==> src/rtl/bcd_converter.sv <==
// Binary-to-BCD by double-dabble, one input bit per clock; result WIDTH+1 cycles after an accepted start.
// start is ignored while busy (not queued); bcd/overflow hold until the next done pulse.
module bcd_converter #(
    parameter int WIDTH  = 24,
    parameter int DIGITS = 8
) (
    input  logic                  CLK,
    input  logic                  nRST,
    input  logic                  start,
    input  logic [WIDTH-1:0]      bin,
    output logic                  busy,
    output logic                  done,
    output logic [DIGITS*4-1:0]   bcd,
    output logic                  overflow
);

    localparam int DW = DIGITS * 4;
    localparam int CW = $clog2(WIDTH + 1);

    typedef enum logic [1:0] {
        ST_IDLE  = 2'd0,
        ST_SHIFT = 2'd1,
        ST_DONE  = 2'd2
    } state_t;

    state_t           state_q;
    logic [WIDTH-1:0] shift_q;
    logic [DW-1:0]    acc_q;
    logic             ovf_acc_q;
    logic [CW-1:0]    cnt_q;
    logic             busy_q;
    logic             done_q;
    logic [DW-1:0]    bcd_q;
    logic             overflow_q;

    logic [DW-1:0]    acc_adj_d;

    // Add-3 on every nibble >= 5, all digits in parallel, before the shift.
    always_comb begin
        acc_adj_d = acc_q;
        for (int i = 0; i < DIGITS; i++) begin
            if (acc_q[4*i +: 4] >= 4'd5) begin
                acc_adj_d[4*i +: 4] = acc_q[4*i +: 4] + 4'd3;
            end
        end
    end

    always_ff @(posedge CLK or negedge nRST) begin
        if (!nRST) begin
            state_q    <= ST_IDLE;
            shift_q    <= '0;
            acc_q      <= '0;
            ovf_acc_q  <= 1'b0;
            cnt_q      <= '0;
            busy_q     <= 1'b0;
            done_q     <= 1'b0;
            bcd_q      <= '0;
            overflow_q <= 1'b0;
        end else begin
            case (state_q)
                ST_IDLE: begin
                    done_q <= 1'b0;
                    if (start) begin
                        shift_q   <= bin;
                        acc_q     <= '0;
                        ovf_acc_q <= 1'b0;
                        cnt_q     <= CW'(WIDTH);
                        busy_q    <= 1'b1;
                        state_q   <= ST_SHIFT;
                    end
                end
                ST_SHIFT: begin
                    acc_q     <= {acc_adj_d[DW-2:0], shift_q[WIDTH-1]};
                    shift_q   <= {shift_q[WIDTH-2:0], 1'b0};
                    // A bit falling off the top digit means the value needs more than DIGITS digits.
                    ovf_acc_q <= ovf_acc_q | acc_adj_d[DW-1];
                    cnt_q     <= cnt_q - CW'(1);
                    if (cnt_q == CW'(1)) begin
                        state_q <= ST_DONE;
                    end
                end
                ST_DONE: begin
                    bcd_q      <= acc_q;
                    overflow_q <= ovf_acc_q;
                    done_q     <= 1'b1;
                    busy_q     <= 1'b0;
                    state_q    <= ST_IDLE;
                end
                default: begin
                    state_q <= ST_IDLE;
                    busy_q  <= 1'b0;
                    done_q  <= 1'b0;
                end
            endcase
        end
    end

    assign busy     = busy_q;
    assign done     = done_q;
    assign bcd      = bcd_q;
    assign overflow = overflow_q;

endmodule

==> config.mk <==
export PLATFORM = sky130hd
export DESIGN_NAME = bcd_converter
export DESIGN_NICKNAME = d
export VERILOG_FILES = /design/src/rtl/bcd_converter.sv
export SDC_FILE = /design/constraint.sdc
export NUM_CORES = 1
export LEC_CHECK = 0
export BUFFER_PORTS_ARGS = -buffer_cell sky130_fd_sc_hd__buf_2
export CAP_MARGIN = 30
export CORE_AREA = 4 4 103 105
export DETAILED_ROUTE_END_ITERATION = 10
export DIE_AREA = 0 0 107 109
export PLACE_DENSITY_LB_ADDON = 0.2
export SLEW_MARGIN = 15
export SYNTH_ARGS = -nofsm -noshare
export SYNTH_HDL_FRONTEND = slang
export SYNTH_SLANG_ARGS = --single-unit
==> constraint.sdc <==
create_clock -name CLK -period 1.6 [get_ports CLK]
set_clock_uncertainty 0.2 [all_clocks]
set_input_delay 0 -clock CLK [delete_from_list [all_inputs] [get_ports CLK]]
set_output_delay 0 -clock CLK [all_outputs]
set_load 0.05 [all_outputs]
# Word level (Yosys, flattened, before mapping)
# Cells that the tools add are included.
# op_classes
add_sub_neg	9
order_cmp	8
n_eq_ne	5
muxes	22
n_bitwise	2
reduce_logical	5
# ops
operator	n
one-hot mux 32 bit (2 select lines)	1
one-hot mux 24 bit (2 select lines)	1
adder 4 x 2 -> 4 bit, second input constant	8
>= comparator 4 x 3 -> 1 bit, second input constant	8
2-to-1 mux 32 bit	1
2-to-1 mux 4 bit	8
2-to-1 mux 24 bit	1
one-hot mux 5 bit (2 select lines)	1
one-hot mux 1 bit (2 select lines)	3
AND reduction 2 bit	3
== test 5 x 1 -> 1 bit, second input constant	1
2-to-1 mux 5 bit	1
subtractor 5 x 1 -> 5 bit, second input constant	1
2-to-1 mux 2 bit	2
!= test 2 bit, second input constant	2
one-hot mux 2 bit (2 select lines)	1
== test 2 x 1 -> 1 bit, second input constant	1
== test 2 bit, second input constant	1
zero test 2 bit	1
2-to-1 mux 1 bit	2
nonzero test 2 bit	1
NOT 1 bit	1
bitwise OR 1 bit	1
# word_totals
ff_bits	99
input_bits	27
output_inout_bits	35

# Logic depth before layout (Yosys ltp)
# Gate-level depths: netlist (run 1).
# logic_depth
depth_word	4
ltp_mapped	6
ltp_nobuf	5

# Least setup slack after synthesis (run 1)
# OpenSTA, ideal clock, no wires.
# synth_path
path_type	register to register
start	register state_q[1]
end	register acc_q[12]
setup_time_ns	0.096
arrival_time_ns	1.214
required_time_ns	1.304
setup_slack_ns	0.090
path_stages_with_launch	6
path_buffers	3
path_cell_list	dfrtp_1 -> buf_2 -> nand2b_1 -> buf_2 -> buf_6 -> o32ai_2
# synth_via
elab_chain_cells	3
# synth_rtl
element	line	rtl
start: declaration	26	state_t state_q;
start signal: assignment	50	state_q <= ST_IDLE;
start signal: assignment	69	state_q <= ST_SHIFT;
start signal: assignment	79	state_q <= ST_DONE;
== test 2 x 1 -> 1 bit or zero test 2 bit (tied branches)	60	case (state_q)
nonzero test 2 bit (no line) or != test 2 bit (tied branches)	-	
AND reduction 2 bit (no line)	-	
end signal: assignment	73	acc_q <= {acc_adj_d[DW-2:0], shift_q[WIDTH-1]};
end: declaration	28	logic [DW-1:0] acc_q;
# Parallel ways exist; a longest one is shown, timed or not.
# A chain may end at the register's enable or synchronous reset.

# Worst setup path in the final report (run 1)
# layout_path
start	register acc_q[17]
end	register acc_q[17]
# layout_via
elab_chain_cells	3
# layout_rtl
element	line	rtl
>= comparator 4 x 3 -> 1 bit	42	if (acc_q[4*i +: 4] >= 4'd5) begin
2-to-1 mux 4 bit	42	
one-hot mux 32 bit (2 select lines)	60	
# Every way passes these cells.

==> results of run 1 <==
==> flip-flops by register name, summed over array words and instances, names as in the netlist <==
name	flops
bcd	32
busy	1
cnt_q	5
acc_q	32
done	1
ovf_acc_q	1
shift_q	24
overflow	1
state_q	2
==> critical path, delay by kind of cell, from the launching register on <==
kind / cells / cell delay, ns
AO/OA/AOI/OAI: 2 / 0.32
adder cells (fa/ha/maj): 1 / 0.20
buffers and inverters: 1 / 0.13
flip-flops: 1 / 0.41
AND/OR/NAND/NOR: 1 / 0.16
==> synthesized netlist by cell type (10+ instances only) <==
library cell / instances / share of area [%]
sky130_fd_sc_hd__o2111ai_1: 16 / 3.0
sky130_fd_sc_hd__nor2b_1: 10 / 1.3
sky130_fd_sc_hd__o21ai_1: 25 / 2.7
sky130_fd_sc_hd__dfrtp_1: 99 / 52
sky130_fd_sc_hd__nand2b_1: 10 / 1.3
sky130_fd_sc_hd__o21ai_0: 42 / 4.5
sky130_fd_sc_hd__buf_2: 15 / 1.6
sky130_fd_sc_hd__nand2_1: 76 / 6.0
sky130_fd_sc_hd__ha_1: 18 / 4.8
sky130_fd_sc_hd__inv_1: 35 / 2.8
sky130_fd_sc_hd__a22oi_1: 23 / 3.7
==> power by group <==
part	leakage, uW	internal, uW	switching, uW	total [uW]
registers	0.00130	3340	592	3940
clock network	0.000113	965	854	1820
logic	0.00137	2260	2980	5240
==> metrics by stage <==
stage | TNS, ns | cell area, sq um
after global routing | -0.0841 | 5980
after floorplan | 0 | 4720
after global placement | 0 | 5310
after detailed placement | -0.0433 | 5310
after CTS | 0 | 5810
final | 0 | 5980
==> path summary, 6_finish.rpt <==
path                              end  slack [ns]  cells after the start
max reg2reg                 acc_q[17]        0.04                      5
min reg2reg                    bcd[7]        0.28                      2
min in group CLK           shift_q[0]        0.21                      3
max                         acc_q[17]        0.04                      5
max in group asynchronous     bcd[21]        0.76                      3
min                           bcd[15]       -0.04                      3
==> layout by cell type, fill, tap and decap left out, drive strengths merged, types with 2 or more instances in the layout <==
cell and instances:
inv 35, nand2 76, xnor2 8, ha 18
dlygate4sd3 26, o31ai 9, o32ai 7, clkbuf 14
dfrtp 99, nor2b 10, buf 96, bufinv 2
o211ai 8, o21a 8, a22oi 23, a32o 8
o21ai 67, o2111ai 16, nand2b 10, o221ai 8
nand3 2, nor2 3
==> per-layer routing <==
metal / wire length, um / track usage, % / part of all wire, % / up-vias
met5: 0 / 0 / 0 / -
met4: 169 / 8.13 / 1.6 / 0
met3: 302 / 2.43 / 2.8 / 17
met2: 5530 / 32.7 / 52 / 60
met1: 4650 / 24.1 / 44 / 1869
li1: - / - / - / 1856
==> cells by family (layout without fill, tap and decap cells) <==
family                   after synthesis  after routing  share of synthesized area [%]
flip-flops                            99             99                           52.5
AND/OR/NAND/NOR                      108            108                           10.2
buffers and inverters                 64            175                           6.36
multiplexers                           1              1                          0.239
adder cells (fa/ha/maj)               18             18                           4.77
AO/OA/AOI/OAI                        161            161                           24.5
XOR/XNOR                               8              8                           1.48
==> area by class of cell <==
class	instances	area [sq um]	area share, %
Sequential cell	99	2480	41.4
Multi-Input combinational cell	296	2030	33.9
Timing Repair Buffer	124	951	15.9
Tap cell	133	166	2.78
Clock buffer	12	155	2.59
Inverter	35	131	2.20
Clock inverter	4	72.6	1.21
==> timing repair <==
action | in CTS | in global routing
gates resized for setup | 4 | 31
hold buffers | 26 | 0
cloned | 0 | 2
pin swaps | 0 | 6
hold endpoints to repair | 127 | 0
endpoints found under the setup margin | 5 | 33
setup buffers | 0 | 6
==> metrics.log, run 1 <==
INFO  metric route.detailed.vias_per_inst = 5.41
INFO  metric grt_setup_unrepaired = yes
INFO  metric htreeDepth = 3
INFO  metric antenna_violations_before_repair = 0
INFO  metric io-pin-count = 62
INFO  metric postSynthNetCount = 504
INFO  metric drt_pre_antenna_iters = 4
INFO  metric chipWidth = 107 um
INFO  metric failing_checks = hold timing
INFO  metric finalHoldViolations = 9
INFO  metric crit_start = acc_q[17]
INFO  metric clk_latency_worst_skew_pair = 0.37 ns
INFO  metric wire_length_of_the_first_global_routing_pass = 17600 um
INFO  metric post_synthesis_average_cell_area = 10.3 sq um
INFO  metric core_ar = 9640 sq um
INFO  metric crit_type = flop to flop
INFO  metric netlist_instances = 459
INFO  metric layout.filler_cells = 833
INFO  metric post-route-util = 62.1%
INFO  metric drt_first_iter_violations = 163
INFO  metric async_sr_flop_fraction = 100%
INFO  metric fp.dieArea = 11700 sq um
INFO  metric wl_per_cell = 15.2 um
INFO  metric inserted_clock_buffers = 9
INFO  metric via_count_of_the_first_global_routing_pass = 3681
INFO  metric synth.yosys.warnings = 0
INFO  metric layout_setup_ws = 0.0427 ns
INFO  metric grt_max_degree = 100
INFO  metric fmax = 642 MHz
INFO  metric synth_top_flop_cell = sky130_fd_sc_hd__dfrtp_1
INFO  metric final.min_clock_period = 1.56 ns
INFO  metric fin_total_pwr = 11000 uW
INFO  metric synth-seq-cells = 99
INFO  metric drv_cap = 0
INFO  metric worst_hold_slack_across_all_endpoints = -0.0354 ns
INFO  metric n_antenna_cell = 0
INFO  metric slew_violations = 0
INFO  metric power_density = 1840 nW/um^2
INFO  metric post-place-ws = -0.0329 ns
INFO  metric clkSlewWorstSetupHoldPaths = 0.09 ns
INFO  metric synth_sequential_area_ratio = 52.5%
INFO  metric r2r_start = acc_q[17]
INFO  metric max-vdd-ir-drop = 0.749 mV
INFO  metric drc = 0
INFO  metric crit_path_start_kind = flop
INFO  metric worstPathArrival = 1.60 ns
INFO  metric layoutNonFillerInstCount = 703
INFO  metric flow.area_growth_from_synthesis = 26.7%
INFO  metric crit_path_top_delay_cell = sky130_fd_sc_hd__dfrtp_1
INFO  metric ys_types = 40
INFO  metric antenna_violating_nets_post_route = 0
INFO  metric cp_data_required_time = 1.64 ns
INFO  metric cts_max_path_buffers = 2
INFO  metric fraction_of_final_layout_cells_with_drive_strength_greater_than_1 = 26.1%
INFO  metric timing.critical_path.cells = inv_1, ha_2, nor2b_4, o21a_1, o221ai_1
INFO  metric post_synth_edffs = 0
INFO  metric vias = 3802
INFO  metric worst_pin_slew = 0.562 ns
INFO  metric placement_rows = 36
INFO  metric die_outline_height = 109 um
INFO  metric root_buffer = sky130_fd_sc_hd__clkbuf_8
INFO  metric place_inst = 653
INFO  metric initial_utilization = 49.0%
INFO  metric outcome = finished with violations
INFO  metric worst-path-max-fanout = 4
INFO  metric tritoncts = yes
INFO  metric setup_viol = 0
INFO  metric syn-cell-area = 4720 sq um
INFO  metric grt.total_usage = 18.9%
INFO  metric port_buffer_count = 61
INFO  metric power_leakage = 0.00278 uW
INFO  metric design.final.nets = 610
INFO  metric crit_path_max_incr_delay = 0.41 ns
INFO  metric hold_class = primary input to async pin
INFO  metric cts_sinks = 99
INFO  metric totalWireLength = 10700 um
INFO  metric post-route-period-util = 97.3%
INFO  metric finalWeightedCongestion = 0.789
INFO  metric setup.worst_path.end_class = flop
INFO  metric max_slew_margin = 62.5%
INFO  metric detailed_place_hpwl = 6670 um
INFO  metric global_route.overflow_total = 0
Note: power is estimated with default switching activity, not from simulation.
==> run 2, diff against run 1 <==
--- a/config.mk
+++ b/config.mk
@@ -8,6 +8,7 @@
 export BUFFER_PORTS_ARGS = -buffer_cell sky130_fd_sc_hd__buf_2
 export CAP_MARGIN = 30
 export CORE_AREA = 4 4 103 105
+export CTS_BUF_LIST = sky130_fd_sc_hd__clkbuf_16
 export DETAILED_ROUTE_END_ITERATION = 10
 export DIE_AREA = 0 0 107 109
 export PLACE_DENSITY_LB_ADDON = 0.2
==> constraint.sdc (replaced) <==
create_clock -name CLK -period 1.5 [get_ports CLK]
set_clock_uncertainty 0.2 [all_clocks]
set_input_delay 0 -clock CLK [delete_from_list [all_inputs] [get_ports CLK]]
set_output_delay 0 -clock CLK [all_outputs]
set_load 0.05 [all_outputs]
==> metrics.log, run 2 (same netlist as run 1, synthesis figures left out) <==
INFO  metric hold_start = bin[0]
INFO  metric share_seq_of_total_power = 32.0%
INFO  metric route.met2.wl = 6280 um
INFO  metric flow.area_growth_from_synthesis = 41.2%
INFO  metric crit_type = flop to flop
INFO  metric detailed_place_hpwl = 7210 um
INFO  metric post-route-period-util = 101%
INFO  metric via_count_of_the_first_global_routing_pass = 3980
INFO  metric grt_setup_unrepaired = yes
INFO  metric outcome = finished with violations
INFO  metric placement_rows = 36
INFO  metric post-place-ws = -0.0941 ns
INFO  metric worst_hold_slack_across_all_endpoints = 0.240 ns
INFO  metric wire_length_of_the_first_global_routing_pass = 18800 um
INFO  metric power_leakage = 0.00306 uW
INFO  metric layoutNonFillerInstCount = 745
INFO  metric p_comb_share = 50.9%
INFO  metric cts_max_path_buffers = 2
INFO  metric antenna_violations_before_repair = 0
INFO  metric layout_commonest_cell = sky130_fd_sc_hd__dfrtp_1
INFO  metric clk_latency_worst_skew_pair = 0.35 ns
INFO  metric io-pin-count = 62
INFO  metric clkSlewWorstSetupHoldPaths = 0.07 ns
INFO  metric design.final.nets = 651
INFO  metric reg2reg_slack = -0.01 ns
INFO  metric inserted_clock_buffers = 9
INFO  metric layout.filler_cells = 747
INFO  metric final.min_clock_period = 1.51 ns
INFO  metric cts_sinks = 99
INFO  metric crit_path_start_kind = flop
INFO  metric max-vdd-ir-drop = 0.944 mV
INFO  metric layout_setup_ws = -0.0146 ns
INFO  metric fraction_of_final_layout_cells_with_drive_strength_greater_than_1 = 37.6%
INFO  metric slew_violations = 0
INFO  metric fp.dieArea = 11700 sq um
INFO  metric antenna_violating_nets_post_route = 0
INFO  metric root_buffer = sky130_fd_sc_hd__clkbuf_16
INFO  metric drv_cap = 0
INFO  metric wl_per_cell = 16.3 um
INFO  metric grt_max_degree = 46
INFO  metric route.detailed.vias_per_inst = 5.48
INFO  metric port_buffer_count = 61
INFO  metric die_outline_height = 109 um
INFO  metric cp_data_required_time = 1.57 ns
INFO  metric initial_utilization = 49.0%
INFO  metric hold_class = primary input to flop
INFO  metric post-route-util = 69.1%
INFO  metric drt_pre_antenna_iters = 4
INFO  metric failing_checks = setup timing
INFO  metric htreeDepth = 3
INFO  metric grt.total_usage = 20.3%
INFO  metric vias = 4080
INFO  metric netSwitchingFraction = 39.8%
INFO  metric worst_pin_slew = 0.324 ns
INFO  metric detail_route.wirelength.met1 = 5140 um
INFO  metric max_slew_margin = 78.4%
INFO  metric finalWeightedCongestion = 0.851
INFO  metric highest-signal-layer = met4
INFO  metric cell_internal_pwr = 7970 uW
INFO  metric whs_path_depth = 3
INFO  metric tritoncts = yes
INFO  metric worst-path-max-fanout = 7
INFO  metric net-switching-power = 5270 uW
INFO  metric wl_met3 = 471 um
INFO  metric layout_common_cells = 97 x sky130_fd_sc_hd__dfrtp_1, 75 x sky130_fd_sc_hd__nand2_1, 61 x sky130_fd_sc_hd__buf_2, 60 x sky130_fd_sc_hd__buf_4, 37 x sky130_fd_sc_hd__o21ai_0
INFO  metric setup_viol = 7
INFO  metric global_route.overflow_total = 0
INFO  metric power_density = 1990 nW/um^2
INFO  metric hold-path-endpoint = shift_q[0]
INFO  metric worstPathArrival = 1.58 ns
INFO  metric drt_first_iter_violations = 177
INFO  metric setup.worst_path.end_class = flop
INFO  metric chipWidth = 107 um
INFO  metric post_route_cell_area = 6660 sq um
INFO  metric finalHoldViolations = 0
INFO  metric length_in_cells_of_the_worst_reg_to_reg_path = 6
INFO  metric r2r-end = shift_q[10]
INFO  metric place_inst = 680
INFO  metric r2r_start = state_q[0]
INFO  metric core_ar = 9640 sq um
INFO  metric fmax = 660 MHz
INFO  metric totalWireLength = 12100 um
INFO  metric drc = 0
INFO  metric dpl_cell_area = 5500 sq um
INFO  metric power.clock.fraction = 17.2%
-- run 2: cell count changes in the layout (fill, tap and decap cells not counted), moves of 5 or more --
cell                        previous run  this run
sky130_fd_sc_hd__o21ai_0              42        37
sky130_fd_sc_hd__clkbuf_8             11         0
sky130_fd_sc_hd__buf_6                 2         9
sky130_fd_sc_hd__inv_1                26        20
sky130_fd_sc_hd__ha_4                  0         8
sky130_fd_sc_hd__a22oi_2               0        14
sky130_fd_sc_hd__clkbuf_16             2        11
sky130_fd_sc_hd__ha_1                 13         4
sky130_fd_sc_hd__inv_2                 9        16
sky130_fd_sc_hd__a22oi_1              23         9
sky130_fd_sc_hd__buf_4                29        60
-- run 2: what timing repair did --
| action | 4_1_cts | 5_1_grt |
|---|---|---|
| gates cloned | 0 | 3 |
| setup buffers | 7 | 11 |
| pin swaps | 14 | 43 |
| endpoints found under the hold margin | 125 | 0 |
| gates resized for setup | 39 | 72 |
| setup endpoints to repair | 27 | 122 |
| hold buffers | 27 | 0 |
-- run 2: metal layers --
| metal | vias up | global-route usage, % |
|---|---|---|
| met3 | 20 | 4.56 |
| met2 | 98 | 33.3 |
| met5 | - | 0 |
| li1 | 1943 | - |
| met1 | 2019 | 26.5 |
| met4 | 0 | 7.85 |
-- run 2: stage by stage --
step                TNS (ns)  total power (uW)
floorplan                  0              7820
global placement     -0.0118              9320
detailed placement    -0.778              9570
CTS                  -0.0108             12300
global route           -1.48             14100
finish               -0.0545             13200
-- run 2: power groups by stage --
stage	clock [uW]	combinational (uW)	sequential [uW]
2_1_floorplan	0	3090	4730
3_3_place_gp	0	5180	4150
3_5_place_dp	0	5370	4200
4_1_cts	2300	5860	4150
5_1_grt	2430	7360	4350
6_report	2270	6730	4230
-- run 2: layout make-up --
type / instances / area (sq um) / share of cell area, %
clock buffers: 9 / 225 / 3.38
diodes: 1 / 2.50 / 0.0376
repair buffers: 165 / 1290 / 19.3
well taps: 133 / 166 / 2.50
flip-flops and latches: 99 / 2480 / 37.2
clock inverters: 7 / 60.1 / 0.901
inverters: 35 / 131 / 1.97
multi-input cells: 296 / 2310 / 34.7
-- run 2: worst max path at each step --
stage                     slack, ns     endpoint  depth (start not counted)        from
after floorplan               0.001    acc_q[12]                          5  state_q[1]
after global placement        -0.01    ovf_acc_q                          4  state_q[1]
after detailed placement      -0.09    acc_q[29]                          5   acc_q[29]
after CTS                    -0.005    acc_q[24]                          5   acc_q[20]
after global routing          -0.08  shift_q[10]                          6  state_q[0]
final                         -0.01  shift_q[10]                          6  state_q[0]
-- run 2: critical path, cell delays in order, from the launching register on --
cell,delay (ns)
sky130_fd_sc_hd__dfrtp_2,0.45
sky130_fd_sc_hd__buf_6,0.15
sky130_fd_sc_hd__nor2b_4,0.16
sky130_fd_sc_hd__buf_6,0.13
sky130_fd_sc_hd__buf_8,0.13
sky130_fd_sc_hd__a22oi_2,0.05
sky130_fd_sc_hd__o21ai_1,0.16
==> run 3, diff against run 2 <==
==> constraint.sdc (replaced) <==
create_clock -name CLK -period 1.46 [get_ports CLK]
set_clock_uncertainty 0.2 [all_clocks]
set_input_delay 0 -clock CLK [delete_from_list [all_inputs] [get_ports CLK]]
set_output_delay 0 -clock CLK [all_outputs]
set_load 0.05 [all_outputs]
==> metrics.log, run 3 (same netlist as run 1, synthesis figures left out) <==
INFO  metric post-place-ws = -0.110 ns
INFO  metric post-route-util = 71.9%
INFO  metric placement_rows = 36
INFO  metric wl_per_cell = 17.0 um
INFO  metric max-vdd-ir-drop = 0.954 mV
INFO  metric setup_viol = 52
INFO  metric dpl_cell_area = 5660 sq um
INFO  metric worst_hold_slack_across_all_endpoints = 0.246 ns
INFO  metric via_count_of_the_first_global_routing_pass = 4151
INFO  metric global_route.peak_usage_layer = met2
INFO  metric multi_input_comb_area = 2380 sq um
INFO  metric detailed_place_hpwl = 7300 um
INFO  metric flow.area_growth_from_synthesis = 47.0%
INFO  metric drt_first_iter_violations = 303
INFO  metric layout_commonest_cell = sky130_fd_sc_hd__dfrtp_1
INFO  metric grtUsageMet3 = 2.61%
INFO  metric post-route-period-util = 107%
INFO  metric max_slew_margin = 80.2%
INFO  metric grt.total_usage = 21.4%
INFO  metric setup.worst_path.end_class = flop
INFO  metric io-pin-count = 62
INFO  metric worst_pin_slew = 0.297 ns
INFO  metric chipWidth = 107 um
INFO  metric layout.filler_cells = 703
INFO  metric die_outline_height = 109 um
INFO  metric drv_cap = 0
INFO  metric route.detailed.vias_per_inst = 5.45
INFO  metric drt_pre_antenna_iters = 4
INFO  metric layout_setup_ws = -0.105 ns
INFO  metric power_leakage = 0.00319 uW
INFO  metric crit_type = flop to flop
INFO  metric htreeDepth = 3
INFO  metric power_density = 2060 nW/um^2
INFO  metric global_route.overflow_total = 0
INFO  metric wire_length_of_the_first_global_routing_pass = 20000 um
INFO  metric slew_violations = 0
INFO  metric cp_data_required_time = 1.54 ns
INFO  metric root_buffer = sky130_fd_sc_hd__clkbuf_16
INFO  metric tritoncts = yes
INFO  metric post_route_cell_area = 6940 sq um
INFO  metric worstPathArrival = 1.65 ns
INFO  metric totalWireLength = 12800 um
INFO  metric fmax = 639 MHz
INFO  metric grtUsageMet2 = 37.7%
INFO  metric groute.layer.met1.usage = 27.4%
INFO  metric n_antenna_cell = 0
INFO  metric place_inst = 688
INFO  metric drc = 0
INFO  metric cts_sinks = 99
INFO  metric layoutNonFillerInstCount = 753
INFO  metric clk_latency_worst_skew_pair = 0.35 ns
INFO  metric grt_setup_unrepaired = yes
INFO  metric layout_common_cells = 98 x sky130_fd_sc_hd__dfrtp_1, 73 x sky130_fd_sc_hd__nand2_1, 61 x sky130_fd_sc_hd__buf_4, 60 x sky130_fd_sc_hd__buf_2, 34 x sky130_fd_sc_hd__o21ai_1
INFO  metric antenna_violations_before_repair = 0
INFO  metric seq_area = 2480 sq um
INFO  metric core_ar = 9640 sq um
INFO  metric fp.dieArea = 11700 sq um
INFO  metric finalWeightedCongestion = 0.780
INFO  metric antenna_violating_nets_post_route = 0
INFO  metric crit_path_start_kind = flop
INFO  metric fraction_of_final_layout_cells_with_drive_strength_greater_than_1 = 39.8%
INFO  metric vias = 4106
INFO  metric port_buffer_count = 61
INFO  metric initial_utilization = 49.0%
INFO  metric finalHoldViolations = 0
INFO  metric hold_class = primary input to flop
INFO  metric worst-path-max-fanout = 19
INFO  metric inserted_clock_buffers = 9
INFO  metric grt_max_degree = 39
INFO  metric outcome = finished with violations
INFO  metric clkSlewWorstSetupHoldPaths = 0.07 ns
INFO  metric design.final.nets = 661
INFO  metric final.min_clock_period = 1.56 ns
INFO  metric cts_max_path_buffers = 2
INFO  metric failing_checks = setup timing
-- run 3: cell count changes in the layout (fill, tap and decap cells not counted), moves of 5 or more --
cell                        before  now
sky130_fd_sc_hd__buf_12          4   10
sky130_fd_sc_hd__o2111ai_1      15    6
sky130_fd_sc_hd__a22oi_1         9   16
sky130_fd_sc_hd__o21ai_1        28   34
sky130_fd_sc_hd__a22oi_2        14    7
sky130_fd_sc_hd__o2111ai_2       1    9
sky130_fd_sc_hd__o21ai_0        37   32
-- run 3: stage by stage --
step           TNS (ns)  total power, uW
6_report          -1.46            14300
5_1_grt           -7.07            15200
4_1_cts          -0.864            13500
3_5_place_dp      -1.82            10200
3_3_place_gp     -0.542             9930
2_1_floorplan    -0.167             8250
-- run 3: repair_timing --
item,in CTS,in global routing
endpoints found under the hold margin,125,0
endpoints found under the setup margin,55,166
gates resized for setup,60,51
hold buffers,27,0
gates cloned,3,3
setup buffers,9,10
pin swaps,13,20
-- run 3: power breakdown --
group | leakage (uW) | internal (uW) | switching [uW]
Sequential | 0.00130 | 3670 | 682
Clock | 0.000132 | 1310 | 1040
Combinational | 0.00175 | 3610 | 3960
-- run 3: path summary, 6_finish.rpt --
kind | start | endpoint | slack (ns) | cells past startpoint
setup / recovery | state_q[1] | acc_q[11] | -0.10 | 5
hold / removal | bin[0] | shift_q[0] | 0.25 | 3
setup reg to reg | state_q[1] | acc_q[11] | -0.10 | 5
hold reg to reg | bcd[13] | bcd[13] | 0.28 | 2
max in group asynchronous | nRST | state_q[0] | 0.14 | 4
min in group asynchronous | nRST | shift_q[8] | 0.43 | 3
-- run 3: metal layers --
metal / share of wire [%] / vias to the layer above / routed length (um)
met5: 0 / - / 0
met4: 1.7 / 0 / 218
met3: 3.3 / 14 / 421
met2: 51 / 89 / 6520
met1: 44 / 2048 / 5630
li1: - / 1955 / -
-- run 3: area by class of cell --
type / instances / area share [%]
inverters: 35 / 1.89
well taps: 133 / 2.40
clock buffers: 9 / 3.25
flip-flops and latches: 99 / 35.7
clock inverters: 6 / 0.830
multi-input cells: 296 / 34.3
repair buffers: 175 / 21.6
-- run 3: critical path, cell delays in order (launching register included) --
cell,delay [ns]
sky130_fd_sc_hd__dfrtp_1,0.39
sky130_fd_sc_hd__buf_6,0.13
sky130_fd_sc_hd__nand2b_1,0.17
sky130_fd_sc_hd__buf_12,0.18
sky130_fd_sc_hd__o31ai_1,0.27
sky130_fd_sc_hd__a32o_1,0.16
